[config.mk]
export PLATFORM = sky130hd
export DESIGN_NAME = exhaustive_vector_sweeper
export DESIGN_NICKNAME = d
export VERILOG_FILES = /design/src/rtl/exhaustive_vector_sweeper.sv
export SDC_FILE = /design/constraint.sdc
export NUM_CORES = 1
export LEC_CHECK = 0
export ABC_AREA = 1
export CAP_MARGIN = 20
export CORE_AREA = 2 2 61 46
export DETAILED_ROUTE_END_ITERATION = 16
export DIE_AREA = 0 0 63 48
export PLACE_DENSITY = 0.8
export SYNTH_ARGS = -nofsm -noshare
export SYNTH_HDL_FRONTEND = slang
export SYNTH_SLANG_ARGS = --single-unit
[constraint.sdc]
create_clock -name clk -period 3.4 [get_ports clk]
set_clock_uncertainty 0.2 [all_clocks]
set_input_delay 0.85 -clock clk [delete_from_list [all_inputs] [get_ports clk]]
set_output_delay 0.85 -clock clk [all_outputs]
set_load 0.01 [all_outputs]
[src/rtl/exhaustive_vector_sweeper.sv]
// Drives every N_IN-bit input vector onto a combinational block in ascending order,
// samples its output after a settle interval and checks the truth table against EXPECTED.
module exhaustive_vector_sweeper #(
  parameter int unsigned              N_IN     = 3,
  parameter int unsigned              SETTLE   = 2,
  parameter logic [(2**N_IN)-1:0]     EXPECTED = '0
) (
  input  logic                        clk,
  input  logic                        rst,
  input  logic                        start,
  input  logic                        dut_o,
  output logic [N_IN-1:0]             vec_out,
  output logic                        busy,
  output logic                        done,
  output logic                        pass,
  output logic [(2**N_IN)-1:0]        result,
  output logic [N_IN:0]               mismatch_cnt,
  output logic [N_IN-1:0]             first_fail,
  output logic                        first_fail_valid
);

  localparam int unsigned CNT_W = (SETTLE > 1) ? $clog2(SETTLE) : 1;
  localparam int unsigned CNT_W_SETTLE_LAST = SETTLE - 1;

  typedef enum logic [1:0] {
    IDLE  = 2'd0,
    APPLY = 2'd1,
    DONE  = 2'd2
  } state_t;

  state_t           state;
  logic [CNT_W-1:0] settle_cnt;

  logic             sample_c;
  logic             mism_c;
  logic             last_vec_c;
  logic [N_IN:0]    mismatch_next_c;

  // Sample strobe and the comparison for the vector currently held on vec_out.
  always_comb begin
    sample_c        = 1'b0;
    mism_c          = 1'b0;
    last_vec_c      = 1'b0;
    mismatch_next_c = mismatch_cnt;
    if (state == APPLY && settle_cnt == CNT_W'(CNT_W_SETTLE_LAST)) begin
      sample_c = 1'b1;
    end
    mism_c          = sample_c && (dut_o != EXPECTED[vec_out]);
    last_vec_c      = (vec_out == {N_IN{1'b1}});
    mismatch_next_c = mismatch_cnt + (N_IN + 1)'(mism_c);
  end

  // Sweep controller; start is honoured only when no sweep is running.
  always_ff @(posedge clk or posedge rst) begin
    if (rst) begin
      state            <= IDLE;
      settle_cnt       <= '0;
      vec_out          <= '0;
      busy             <= 1'b0;
      done             <= 1'b0;
      pass             <= 1'b0;
      result           <= '0;
      mismatch_cnt     <= '0;
      first_fail       <= '0;
      first_fail_valid <= 1'b0;
    end else begin
      case (state)
        IDLE, DONE: begin
          if (start) begin
            state            <= APPLY;
            settle_cnt       <= '0;
            vec_out          <= '0;
            busy             <= 1'b1;
            done             <= 1'b0;
            pass             <= 1'b0;
            result           <= '0;
            mismatch_cnt     <= '0;
            first_fail       <= '0;
            first_fail_valid <= 1'b0;
          end
        end
        APPLY: begin
          if (!sample_c) begin
            settle_cnt <= settle_cnt + CNT_W'(1);
          end else begin
            result[vec_out] <= dut_o;
            mismatch_cnt    <= mismatch_next_c;
            if (mism_c && !first_fail_valid) begin
              first_fail       <= vec_out;
              first_fail_valid <= 1'b1;
            end
            if (!last_vec_c) begin
              vec_out    <= vec_out + N_IN'(1);
              settle_cnt <= '0;
            end else begin
              state <= DONE;
              busy  <= 1'b0;
              done  <= 1'b1;
              pass  <= (mismatch_next_c == '0);
            end
          end
        end
        default: begin
          state <= IDLE;
        end
      endcase
    end
  end

endmodule

==> impl_results.md, run 1 <==
- Start-to-end type of the worst setup path: in2reg
- Global Route met2 Usage: 0.3553
- Nets@finish: 182
- Dominant synthesized flop cell: dfrtp_1
- Routed wirelength normalized by instance count: between 10 and 15 um
- Final Critical Period: approximately 2.5 ns
- Iteration-0 DRC count of the detailed router: 52
- Count of hold buffers inserted by post-cts repair: 0
- Total power per unit cell area: 957.6 mW/mm2
- Core Area: 0.002384 mm2
- Setup slack after layout: 0.8600 ns
- Number of failing setup endpoints in the final timing report: 0
- Cell row count: 15
- Pins Over Slew Limit: 0
- Placement Setup Slack: around 0.53 ns
- Clock Tree Buf Depth: 2
- Total Routing Usage GR: 0.2073
- Library cell contributing the largest single delay on the critical path: clkdlybuf4s50_1
- RSZ-0062 raised after global routing: false
- Post-CTS Setup Bufs: 0
- Crit path required time: 3.47 ns
- Share of layout cells above drive strength 1: 0.04624
- PnR Total Power: 1.456 mW
- Boundary pin count: 26
- Ant diodes: 0
- Post-synthesis instance area: 0.001242 mm2
- HPWL after detailed placement: ~2 mm
- Met3 global-route usage: 0.05412
- Tcrit/Tclk final: 0.7471
- Final sum of negative setup slack: 0 ns
- Synthesis warning total: 0
- Die X-Extent: 63 um
- Average cell area after synthesis: 8.283 um2
- Number of enable-type register cells in the synthesized netlist: 0
- Met1 Track Usage GR: 0.2552
- Area added between synthesis and finish: 22.36%
- Clock transition at path regs: 0.13 ns
- Effective utilization at floorplan: 0.5213
- Comb power frac: 0.540
- Wire length of the first global-routing pass: 4.609 mm
- Max Cap Violations: 0
- Post-synthesis async set-or-reset flop share: 1.000
- Maximum cell stage delay along the critical path: ~0.43 ns
- Via count of the first global-routing pass: 1023
- Synth Net Count: approximately 160
- Worst path most repeated cell: nand2_1
- Post-cts resize count: 0
- Total overflow reported by the global router: 0
- Number of fill cells in the layout: ~210
- Port Buffers: 25
- Routed Wire Length: 2.735 mm
- Area of the die: 0.003024 mm2
- Total number of vias: 1086
- Max FO, Critical Path: 8
- Sw Ratio: 0.4530
- Transition time at the pin with the least slew margin: 0.9384 ns
- Sequential fraction of the synthesis area: 0.5035
- Clk pwr share: 0.090
- Clock sink count: 25
- Arrival time worst endpoint: 2.61 ns
- Internal Pwr Total: between 700 and 800 uW
- Clock latency on the worst-skew pair: around 0.32 ns
- Maximum number of pins on one net before global-route repair: 26
- Cell Chain, Critical Path: clkdlybuf4s50_1 -> nand4_1 -> clkinv_1 -> ha_1 -> ha_1 -> xnor2_1 -> nand2_1 -> nor2_1 -> nand2_1 -> nand2_1
- Net load switching power: 659.5 uW
- Number of standard cells after synthesis: 150
- Status: completed
- Maximum vdd drop: 448.5 uV
- Average via count per standard cell: ~5.2
- CTS tree: done
- Initial antenna violation count: 0
- Type of origin of the critical path: input port
- Flop and latch count out of synthesis: 25
- CP Capture Type: register
- Unique cell type count in the Yosys netlist: 25
- TritonCTS buffer count: 3
- Number of iterations in the first detailed-routing pass: 4
- Relative slew margins: 0.3737
- Global placer's final weighted congestion: 0.8064
- Leak Pwr: 0.7527 nW
- Y dimension of the die: 48 um
- Final hold slack: about 0.29 ns
- Worst min-delay path class: reg2reg
- Number of H-tree levels: 1
- Count of unresolved DRC violations after routing: 0
- Final-report hold violation count: 0
- Layer with the highest usage: met2
- Post-route antenna net violation count: 0
- CTS Root Cell: clkbuf_4
- Sequential cell fraction of total power: 0.370
- F_max: 393.7 MHz
==> cell usage after synthesis, drive strengths merged (3+ instances only) <==
master,instances,area share
inv,14,0.042
nand3,8,0.036
o21ai,16,0.064
nor2,6,0.020
nand4,3,0.015
ha,4,0.040
o21bai,3,0.018
dfrtp,25,0.50
buf,6,0.033
nor3,7,0.028
nand2,51,0.16
==> logic make-up after synthesis <==
group                    count (synthesis)  synth area share
AO/OA/AOI/OAI                           22           0.09970
flip-flops                              25            0.5035
AND/OR/NAND/NOR                         76            0.2639
buffers and inverters                   21           0.07854
adder cells (fa/ha/maj)                  4           0.04028
XOR/XNOR                                 2           0.01410
==> registers in the layout, indices dropped and copies added, names as in the netlist <==
register / count
result: 8
mismatch_cnt: 4
first_fail: 3
vec_out: 3
state: 2
busy: 1
done: 1
first_fail_valid: 1
pass: 1
settle_cnt: 1
==> metal layers <==
| metal | share of wire | wire (um) |
|---|---|---|
| met1 | 0.47 | 1280 |
| met2 | 0.45 | 1237 |
| met3 | 0.058 | 158 |
| met4 | 0.021 | 58 |
| met5 | 0 | 0 |
==> through the flow <==
step                      instances  cell area (um2)    util
after global placement          203             1494  0.6268
after CTS                       207             1520  0.6378
after global routing            207             1520  0.6378
after floorplan                 150             1242       -
after detailed placement        203             1494  0.6268
final                           207             1520  0.6378
==> power groups by stage <==
stage          Clock [mW]  Combinational [mW]  Sequential [mW]
2_1_floorplan           0               0.479            0.548
3_3_place_gp            0               0.739            0.535
3_5_place_dp            0               0.779            0.543
4_1_cts             0.136               0.782            0.537
5_1_grt             0.150               0.873            0.559
6_report            0.131               0.786            0.539
==> cell type report <==
type	count	area, um2	share of cell area
clock buffers	4	26.28	0.01728
flip-flops and latches	25	625.6	0.4115
repair buffers	25	250.2	0.1646
inverters	15	56.30	0.03704
well taps	34	42.54	0.02798
multi-input cells	104	519.2	0.3416
==> critical path: cells and delay by family <==
| kind | cells | cell delay [ns] |
|---|---|---|
| xor gates and xnor gates | 1 | 0.20 |
| and+or+nand+nor | 5 | 0.43 |
| adders and majority gates | 2 | 0.47 |
| buffers and inverters | 2 | 0.66 |
==> final timing paths <==
kind,startpoint,endpoint,slack [ns],depth (start not counted)
max,dut_o,pass$_DFFE_PP0P_,0.86,10
min,result[2]$_DFFE_PP0P_,result[2]$_DFFE_PP0P_,0.29,2
max reg2reg,state[1]$_DFFE_PP0P_,pass$_DFFE_PP0P_,1.37,10
min reg2reg,result[2]$_DFFE_PP0P_,result[2]$_DFFE_PP0P_,0.29,2
max in group asynchronous,rst,result[4]$_DFFE_PP0P_,1.60,2
min in group asynchronous,rst,result[0]$_DFFE_PP0P_,0.82,2
==> layout by cell type (no fill, tap or decap), types with 2 or more instances in the layout <==
| cell type | n |
|---|---|
| inv_1 | 13 |
| clkdlybuf4s50_1 | 25 |
| dfrtp_1 | 25 |
| nor2_1 | 5 |
| ha_1 | 4 |
| nand2_2 | 2 |
| o21bai_1 | 3 |
| clkbuf_4 | 3 |
| nand4_1 | 3 |
| o21ai_0 | 15 |
| nand3_1 | 7 |
| nor3_1 | 7 |
| nand2_1 | 49 |
(Power assumes the default switching activity.)
==> run 2: changes to the inputs <==
CORE_AREA = 2 2 63 47   (was 2 2 61 46)
DIE_AREA = 0 0 65 49   (was 0 0 63 48)
PLACE_DENSITY = 0.76   (was 0.8)
clock period = 2.5 ns   (was 3.4 ns; I/O delays follow)
==> impl_results.md, run 2 (synthesized netlist as in run 1, its figures left out) <==
- Post-route antenna net violation count: 0
- Net load switching power: 877.0 uW
- Setup slack after layout: 0.2445 ns
- Area of the die: 0.003185 mm2
- Max Cap Violations: 0
- HPWL after detailed placement: 1.930 mm
- Effective utilization at floorplan: 0.4738
- Routed wirelength normalized by instance count: between 10 and 15 um
- Crit path depth: 1
- Initial antenna violation count: 0
- Leak Pwr: 0.7749 nW
- Clock sink count: 25
- Die X-Extent: 65 um
- Library cell contributing the largest single delay on the critical path: clkdlybuf4s50_1
- Reg with most FFs: result
- Final sum of negative setup slack: 0 ns
- Maximum vdd drop: 682.4 uV
- Total overflow reported by the global router: 0
- Nets@finish: 185
- Area added between synthesis and finish: 25.88%
- Maximum cell stage delay along the critical path: 0.61 ns
- Number of fill cells in the layout: 240
- Cell row count: 16
- Reg-to-reg critical path endpoint: pass$_DFFE_PP0P_
- Post-CTS Setup Bufs: 0
- Crit path required time: 1.67 ns
- Critical path origin: vec_out[1]$_DFFE_PP0P_
- Final Critical Period: ~2.3 ns
- CTS tree: done
- Non-filler instance count after layout: 212
- Final core utilization: 0.5964
- F_max: 443.4 MHz
- Type of origin of the critical path: register
- Top library cells by usage in the layout, fill and taps aside: nand2_1, dfrtp_1, clkdlybuf4s50_1, o21ai_0, inv_1
- Boundary pin count: 26
- Worst r2r path cells: 10
- Average via count per standard cell: approximately 5
- Relative slew margins: 0.7483
- Total number of vias: between 1k and 1.5k
- Sw Ratio: 0.4330
- Pins Over Slew Limit: 0
- Y dimension of the die: 49 um
- Sequential cell fraction of total power: 0.365
- Number of H-tree levels: 1
- End point of the critical path: vec_out[1]
- Launching point of the worst reg2reg path: state[1]$_DFFE_PP0P_
- Post-cts resize count: 0
- Max FO, Critical Path: 10
- Global placer's final weighted congestion: 0.7597
- Count of unresolved DRC violations after routing: 0
- Clock Tree Buf Depth: 2
- Start-to-end type of the worst setup path: reg2out
- Max reg flops: 8
- Tcrit/Tclk final: 0.9022
- R2R Setup Slk: 0.67 ns
- Via count of the first global-routing pass: 1007
- Clock transition at path regs: 0.08 ns
- Maximum number of pins on one net before global-route repair: 26
- Core Area: 0.002623 mm2
- Commonest non-fill, non-tap cell in the layout: nand2_1
- Worst min-delay path class: reg2reg
- Number of failing setup endpoints in the final timing report: 0
- Ant diodes: 0
- Placed Cells incl. Taps: 208
- Comb power frac: 0.521
- Number of buffers and inverters on the critical path: 1
- TritonCTS buffer count: 3
- Final-report hold violation count: 0
- Clock latency on the worst-skew pair: 0.26 ns
- Port Buffers: 25
- CP Capture Type: primary output
- Crit path max-delay family: buffers and inverters
- Iteration-0 DRC count of the detailed router: between 40 and 50
- Share of layout cells above drive strength 1: 0.06250
- Registers with the most flip-flops: result: 8 flops, mismatch_cnt: 4 flops
- CTS Root Cell: clkbuf_8
- Total power per unit cell area: ~1300 mW/mm2
- Wire length of the first global-routing pass: 4.519 mm
- Total Routing Usage GR: 0.1839
- Count of hold buffers inserted by post-cts repair: 0
- Internal Pwr Total: 1.149 mW
- Transition time at the pin with the least slew margin: 0.3767 ns
- Placement Setup Slack: roughly 0.075 ns
- Status: completed
- Arrival time worst endpoint: 1.43 ns
- Routed Wire Length: 2.589 mm
- Number of iterations in the first detailed-routing pass: 4
- RSZ-0062 raised after global routing: false
- Clk pwr share: 0.114
- Cell Chain, Critical Path: clkdlybuf4s50_1
run 2: layout make-up:
type	instances	area, um2	share of cell area
sequential	25	625.6	0.4000
multi-input combinational	104	519.2	0.3320
inverter	15	56.30	0.03600
tap	36	45.04	0.02880
clock buffer	4	45.04	0.02880
timing repair buffer	28	272.8	0.1744
run 2: worst min path at each step:
stage	start	endpoint	slack (ns)	cells after the start
2_1_floorplan	result[0]$_DFFE_PP0P_	result[0]$_DFFE_PP0P_	0.31	2
3_3_place_gp	result[4]$_DFFE_PP0P_	result[4]$_DFFE_PP0P_	0.26	2
3_5_place_dp	result[0]$_DFFE_PP0P_	result[0]$_DFFE_PP0P_	0.26	2
4_1_cts	result[0]$_DFFE_PP0P_	result[0]$_DFFE_PP0P_	0.28	2
5_1_grt	result[1]$_DFFE_PP0P_	result[1]$_DFFE_PP0P_	0.31	2
6_report	result[0]$_DFFE_PP0P_	result[0]$_DFFE_PP0P_	0.27	2
run 2: metal layers:
| metal | share of wire | routed length (um) | vias to the layer above | global-route usage |
|---|---|---|---|---|
| met5 | 0 | 0 | - | 0 |
| li1 | - | - | 543 | - |
| met1 | 0.49 | 1270 | 511 | 0.2741 |
| met4 | 0.0085 | 22 | 0 | 0.04255 |
| met2 | 0.46 | 1203 | 25 | 0.2732 |
| met3 | 0.036 | 92 | 2 | 0.04157 |
run 2: power by group through the flow:
stage | combinational, mW | clock [mW] | sequential, mW
3_3_place_gp | 1.02 | 0 | 0.732
2_1_floorplan | 0.651 | 0 | 0.745
6_report | 1.06 | 0.231 | 0.739
3_5_place_dp | 1.06 | 0 | 0.744
4_1_cts | 1.06 | 0.237 | 0.737
5_1_grt | 1.19 | 0.259 | 0.766
run 2: worst register-to-register path: stages (launching register included):
cell	delay [ns]
dfrtp_1	0.40
inv_1	0.09
nand4_1	0.10
clkinv_1	0.10
ha_1	0.20
ha_1	0.19
xnor2_1	0.22
nand2_1	0.08
nor2_1	0.09
nand2_1	0.05
nand2_1	0.05
run 2: per-stage QoR:
stage / hold WS [ns] / power (mW) / instance area, um2
2_1_floorplan: 0.3059 / 1.396 / 1242
3_5_place_dp: 0.2599 / 1.800 / 1519
3_3_place_gp: 0.2587 / 1.757 / 1519
4_1_cts: 0.2803 / 2.037 / 1564
6_report: 0.2749 / 2.026 / 1564
5_1_grt: 0.3138 / 2.215 / 1564
